===== config.mk =====
export PLATFORM = sky130hd
export DESIGN_NAME = store_unit
export DESIGN_NICKNAME = d
export VERILOG_FILES = /design/src/rtl/store_pkg.sv /design/src/rtl/store_fifo.sv /design/src/rtl/store_unit.sv
export SDC_FILE = /design/constraint.sdc
export NUM_CORES = 1
export LEC_CHECK = 0
export BUFFER_PORTS_ARGS = -buffer_cell sky130_fd_sc_hd__buf_4
export CAP_MARGIN = 40
export CORE_ASPECT_RATIO = 0.5
export CORE_MARGIN = 3
export CORE_UTILIZATION = 33
export DETAILED_ROUTE_END_ITERATION = 16
export PLACE_DENSITY_LB_ADDON = 0.3
export SETUP_SLACK_MARGIN = 0.5
export SYNTH_ARGS = -nofsm -noshare
export SYNTH_HDL_FRONTEND = slang
export SYNTH_HIERARCHICAL = 1
export SYNTH_SLANG_ARGS = --single-unit
export TNS_END_PERCENT = 50

===== constraint.sdc =====
create_clock -name clock -period 3.8 [get_ports clock]
set_input_delay 0.76 -clock clock [delete_from_list [all_inputs] [get_ports clock]]
set_output_delay 0.76 -clock clock [all_outputs]
set_load 0.02 [all_outputs]

===== src/rtl/store_pkg.sv =====
// Shared types and helpers for the store write path.
// Funct3 codes, queue entry layout, legality check and lane alignment.
package store_pkg;

  localparam int SU_ADDR_W = 13;

  localparam logic [2:0] F3_SB = 3'b000;
  localparam logic [2:0] F3_SH = 3'b001;
  localparam logic [2:0] F3_SW = 3'b010;

  typedef struct packed {
    logic [SU_ADDR_W-1:0] waddr;
    logic [31:0]          wdata;
    logic [3:0]           be;
  } st_entry_t;

  function automatic logic st_legal(
    input logic [2:0] funct3,
    input logic [1:0] a
  );
    logic ok;
    ok = 1'b0;
    unique case (1'b1)
      (funct3 == F3_SB): ok = 1'b1;
      (funct3 == F3_SH): ok = !a[0];
      (funct3 == F3_SW): ok = (a == 2'b00);
      default:           ok = 1'b0;
    endcase
    return ok;
  endfunction

  function automatic st_entry_t align_store(
    input logic [2:0]  funct3,
    input logic [31:0] addr,
    input logic [31:0] data
  );
    st_entry_t e;
    e.waddr = addr[SU_ADDR_W+1:2];
    e.wdata = data;
    e.be    = 4'b1111;
    unique case (1'b1)
      (funct3 == F3_SB): begin
        e.wdata = {4{data[7:0]}};
        e.be    = 4'b0001 << addr[1:0];
      end
      (funct3 == F3_SH): begin
        e.wdata = {2{data[15:0]}};
        e.be    = 4'b0011 << addr[1:0];
      end
      default: ;
    endcase
    return e;
  endfunction

endpackage


===== src/rtl/store_fifo.sv =====
// Circular store queue; exposes head, count and an age-ordered entry view.
// Ports: i_push/i_entry, i_pop, o_head, o_count, o_ents (0=oldest), o_vld.
module store_fifo
  import store_pkg::*;
#(
  parameter  int DEPTH = 4,
  localparam int CW    = $clog2(DEPTH + 1),
  localparam int PW    = $clog2(DEPTH)
) (
  input  logic                  clock,
  input  logic                  reset_n,
  input  logic                  i_push,
  input  st_entry_t             i_entry,
  input  logic                  i_pop,
  output st_entry_t             o_head,
  output logic [CW-1:0]         o_count,
  output st_entry_t [DEPTH-1:0] o_ents,
  output logic [DEPTH-1:0]      o_vld
);

  st_entry_t     r_mem [DEPTH];
  logic [PW-1:0] r_wr;
  logic [PW-1:0] r_rd;
  logic [CW-1:0] r_cnt;

  always_ff @(posedge clock or negedge reset_n) begin
    if (!reset_n) begin
      r_wr  <= '0;
      r_rd  <= '0;
      r_cnt <= '0;
    end else begin
      if (i_push) r_wr <= r_wr + 1'b1;
      if (i_pop)  r_rd <= r_rd + 1'b1;
      unique case ({i_push, i_pop})
        2'b10:   r_cnt <= r_cnt + 1'b1;
        2'b01:   r_cnt <= r_cnt - 1'b1;
        default: ;
      endcase
    end
  end

  // Payload needs no reset: o_vld masks stale slots.
  always_ff @(posedge clock) begin
    if (i_push) r_mem[r_wr] <= i_entry;
  end

  // Rotate so index 0 is the head; youngest valid entry is last.
  always_comb begin
    logic [PW-1:0] w_idx;
    w_idx  = '0;
    o_ents = '0;
    o_vld  = '0;
    for (int i = 0; i < DEPTH; i++) begin
      w_idx     = r_rd + PW'(i);
      o_ents[i] = r_mem[w_idx];
      o_vld[i]  = (CW'(i) < r_cnt);
    end
  end

  assign o_head  = o_ents[0];
  assign o_count = r_cnt;

endmodule


===== src/rtl/store_unit.sv =====
// RV32 store path: align, queue, drain to the data-memory write port,
// and flag loads hitting pending stores. Optional: STORE_FORWARD_EN.
module store_unit
  import store_pkg::*;
#(
  parameter int DEPTH  = 4,
  parameter int ADDR_W = SU_ADDR_W
) (
  input  logic              clock,
  input  logic              reset_n,
  input  logic              st_valid,
  output logic              st_ready,
  input  logic [2:0]        st_funct3,
  input  logic [31:0]       st_addr,
  input  logic [31:0]       st_data,
  output logic              st_error,
  input  logic              mem_grant,
  output logic              mem_we,
  output logic [ADDR_W-1:0] mem_addr,
  output logic [31:0]       mem_wdata,
  output logic [3:0]        mem_be,
  input  logic              ld_valid,
  input  logic [31:0]       ld_addr,
  output logic              ld_hazard,
  output logic [3:0]        ld_fwd_be,
  output logic [31:0]       ld_fwd_data,
  output logic              idle
);

  localparam int CW = $clog2(DEPTH + 1);

  logic                  w_acc;
  logic                  w_ok;
  logic                  w_push;
  logic                  w_pop;
  logic                  w_empty;
  st_entry_t             w_ent;
  st_entry_t             w_head;
  logic [CW-1:0]         w_count;
  st_entry_t [DEPTH-1:0] w_ents;
  logic [DEPTH-1:0]      w_vld;

  logic                  r_err;
  logic                  r_we;
  st_entry_t             r_stage;

  assign st_ready = (w_count < CW'(DEPTH));
  assign w_empty  = (w_count == '0);
  assign w_acc    = st_valid && st_ready;
  assign w_ok     = st_legal(st_funct3, st_addr[1:0]);
  assign w_push   = w_acc && w_ok;
  assign w_pop    = mem_grant && !w_empty;
  assign w_ent    = align_store(st_funct3, st_addr, st_data);

  store_fifo #(.DEPTH(DEPTH)) u_fifo (
    .clock   (clock),
    .reset_n (reset_n),
    .i_push  (w_push),
    .i_entry (w_ent),
    .i_pop   (w_pop),
    .o_head  (w_head),
    .o_count (w_count),
    .o_ents  (w_ents),
    .o_vld   (w_vld)
  );

  always_ff @(posedge clock or negedge reset_n) begin
    if (!reset_n) begin
      r_err   <= 1'b0;
      r_we    <= 1'b0;
      r_stage <= '0;
    end else begin
      r_err <= w_acc && !w_ok;
      r_we  <= w_pop;
      if (w_pop) r_stage <= w_head;
    end
  end

  assign st_error  = r_err;
  assign mem_we    = r_we;
  assign mem_addr  = r_stage.waddr;
  assign mem_wdata = r_stage.wdata;
  assign mem_be    = r_stage.be;
  assign idle      = w_empty && !r_we;

  // Candidates in age order: write stage first, then queue head..tail.
  st_entry_t [DEPTH:0]   w_cand;
  logic [DEPTH:0]        w_cvld;
  logic [DEPTH:0]        w_match;
  logic [SU_ADDR_W-1:0]  w_ld_wa;
  logic                  w_unused_ld;

  assign w_ld_wa     = ld_addr[SU_ADDR_W+1:2];
  assign w_unused_ld = ^{ld_addr[31:SU_ADDR_W+2], ld_addr[1:0]};

  always_comb begin
    w_cand    = '0;
    w_cvld    = '0;
    w_cand[0] = r_stage;
    w_cvld[0] = r_we;
    for (int i = 0; i < DEPTH; i++) begin
      w_cand[i+1] = w_ents[i];
      w_cvld[i+1] = w_vld[i];
    end
  end

  always_comb begin
    w_match = '0;
    for (int i = 0; i <= DEPTH; i++) begin
      w_match[i] = w_cvld[i] && (w_cand[i].waddr == w_ld_wa);
    end
  end

`ifdef STORE_FORWARD_EN
  logic [3:0]  w_fbe;
  logic [31:0] w_fdata;

  // Later (younger) candidates overwrite earlier bytes.
  always_comb begin
    w_fbe   = '0;
    w_fdata = '0;
    for (int i = 0; i <= DEPTH; i++) begin
      if (w_match[i]) begin
        for (int b = 0; b < 4; b++) begin
          if (w_cand[i].be[b]) begin
            w_fbe[b]          = 1'b1;
            w_fdata[8*b +: 8] = w_cand[i].wdata[8*b +: 8];
          end
        end
      end
    end
  end

  assign ld_hazard   = ld_valid && (|w_match) && (w_fbe != 4'b1111);
  assign ld_fwd_be   = w_fbe;
  assign ld_fwd_data = w_fdata;
`else
  logic w_unused_cand;

  assign w_unused_cand = ^w_cand;
  assign ld_hazard     = ld_valid && (|w_match);
  assign ld_fwd_be     = '0;
  assign ld_fwd_data   = '0;
`endif

endmodule


==> results by group <==
Global route
  – All-Layer GR Usage: between 10 and 15%
  – Total congestion overflow: 0
  – Number of antenna violations at the first check in global routing: 0
  – Wire length of the first global-routing pass: 42600 um
  – Via count of the first global-routing pass: 6977
  – Pin count of the biggest net entering global routing: 50

Final layout
  – Non-Filler Instances: 1401
  – Most common library cell in the layout ignoring fill and taps: sky130_fd_sc_hd__edfxtp_1
  – Area Growth Syn to Fin: 15.5%
  – Sequential cell area in the final layout: 7340 um^2
  – Commonest cells after routing, fill and taps aside: sky130_fd_sc_hd__edfxtp_1 (196), sky130_fd_sc_hd__nand2_1 (154), sky130_fd_sc_hd__buf_4 (148)
  – Count of antenna diodes in the layout: 0
  – Layout net count: 1011
  – Filler instances: 3393
  – Final core utilization: 39.2%
  – Share of cells above drive strength 1: 34.8%
  – Combined area of the multi-input logic cells: just over 4000 um^2

Setup path
  – Depth of the worst register-to-register path: 6
  – Worst r2r src: u_fifo/r_rd[0]
  – CP startpoint: u_fifo/r_rd[0]
  – CP startpoint kind: register
  – Crit path arrival time: 2860 ps
  – Required time at the endpoint of the critical path: 3040 ps
  – Worst reg2reg endpoint: mem_wdata[15]
  – Reg-to-reg setup timing slack: around 1500 ps
  – Path type of the worst setup path: register to output port
  – Type of destination of the critical path: output port
  – Critical-path maximum fanout: 6

STA
  – Worst setup skew after layout: around 9.4 ps
  – Final period demand of the worst path: 3620 ps
  – Actual slew at the worst max-slew pin: 801 ps
  – Number of hold-slack violations in the final timing report: 0
  – Max transition margin: 46.6%
  – Crit share post-route: 95.3%
  – Max Clk Rate: 276 MHz
  – Number of max-slew violations in the final report: 0
  – Setup-violating endpoint count in the final report: 0
  – RSZ-0062 raised after global routing: yes
  – Total Neg Setup Slack: 0 ps

Clock tree
  – Deepest clock path buffer count: 3
  – Clock tree from TritonCTS: built
  – CTS root buffer: sky130_fd_sc_hd__clkbuf_16
  – Clock transition at the registers of the reported paths: about 60 ps
  – Clock Sinks: 254
  – Number of H-tree branching levels: 1
  – Cts bufs inserted: 25
  – Clk_lat worst skew: 540 ps

Floorplanning
  – Area of the placeable core: ~36000 um^2
  – Horizontal die dimension: between 200 and 300 um
  – Die Height: 143 um
  – Starting density of the core: 34.0%
  – Number of top-level pins: 194
  – Die footprint: 40000 um^2
  – Site row count: 49

Drt
  – DRC violation total after the first TritonRoute iteration: slightly below 500
  – Number of detailed-routing iterations run before antenna repair: 6
  – ANT nets after route: 0
  – Total routed wirelength: 28100 um
  – Via/cell ratio: 4.79
  – Remaining routing DRC violations: 0
  – Routed vias: roughly 6.7k
  – Mean routed wirelength per cell: around 20 um

Status
  – Outcome: finished clean

Synth
  – Yosys Warn Count: 6
  – Synthesized area per cell: 15.0 um^2
  – Post-synthesis instance total: 823
  – Synthesized cell area: 12400 um^2

Placement
  – Number of buffer cells added on primary ports: 121
  – Placed wire-length estimate: approximately 19000 um
  – Weighted congestion at the end of routability-driven global placement: 0.825
  – Count of placed standard cells including taps: 1338

Pwr
  – P_leak: 0.00536 uW
  – Peak VDD IR: 0.000348 V
  – Post-layout total power: 10200 uW
  – Total power divided by cell area: ~700 nW/um^2

Hold path
  – Hold crit path type: input port to asynchronous set/reset pin

Flow run
  – Maxcap violations: 0
layout make-up:
type	count	share of cell area, %
Sequential cell	254	51.4
Multi-Input combinational cell	451	29.1
Timing Repair Buffer	160	9.43
Clock buffer	36	4.88
Tap cell	484	4.24
Clock inverter	9	0.788
Inverter	7	0.184
power by group:
part	switching [uW]	internal, uW
Combinational	2050	1950
Clock	1030	1420
Sequential	301	3400
Total	3390	6770
metal layers:
layer / wire length (um) / global-route usage [%] / vias up / part of all wire (%)
li1: - / - / 3027 / -
met4: 502 / 2.74 / 0 / 1.8
met5: 0 / 0 / - / 0
met2: 14700 / 26.2 / 171 / 52
met1: 11400 / 17.1 / 3483 / 41
met3: 1410 / 3.12 / 33 / 5.0
worst max path at each step:
stage	end
2_1_floorplan	u_fifo/r_mem[0][0]
3_3_place_gp	ld_hazard
3_5_place_dp	ld_hazard
4_1_cts	ld_hazard
5_1_grt	ld_hazard
6_report	ld_hazard
flip-flops by register name, indices dropped and copies added (netlist names):
signal,count
u_fifo/r_rd,2
u_fifo/r_mem,196
u_fifo/o_count,3
st_error,1
mem_wdata,32
mem_be,4
mem_addr,13
u_fifo/r_wr,2
mem_we,1
worst max-delay path, stage by stage, from the launching register on:
cell	delay, ps
sky130_fd_sc_hd__dfrtp_4	510
sky130_fd_sc_hd__buf_12	140
sky130_fd_sc_hd__buf_16	120
sky130_fd_sc_hd__mux4_2	520
sky130_fd_sc_hd__xor2_2	210
sky130_fd_sc_hd__nor4_2	70
sky130_fd_sc_hd__nand2_1	60
sky130_fd_sc_hd__o22ai_1	70
sky130_fd_sc_hd__o41a_1	460
sky130_fd_sc_hd__buf_6	150
timing repair:
item	4_1_cts	5_1_grt
hold buffers	0	0
buffers inserted	12	4
gates cloned	2	0
gates resized for setup	11	5
pin swaps	3	4
endpoints found under the setup margin	1	1
metrics by stage:
step	hold WS (ps)	instance area [um^2]	setup slack, ps
after floorplan	464	12500	516
after global placement	465	13200	501
after detailed placement	464	13200	491
after CTS	46.0	14200	144
after global routing	45.5	14300	44.6
final	66.6	14300	179
Power figures use the tool's default switching activity.
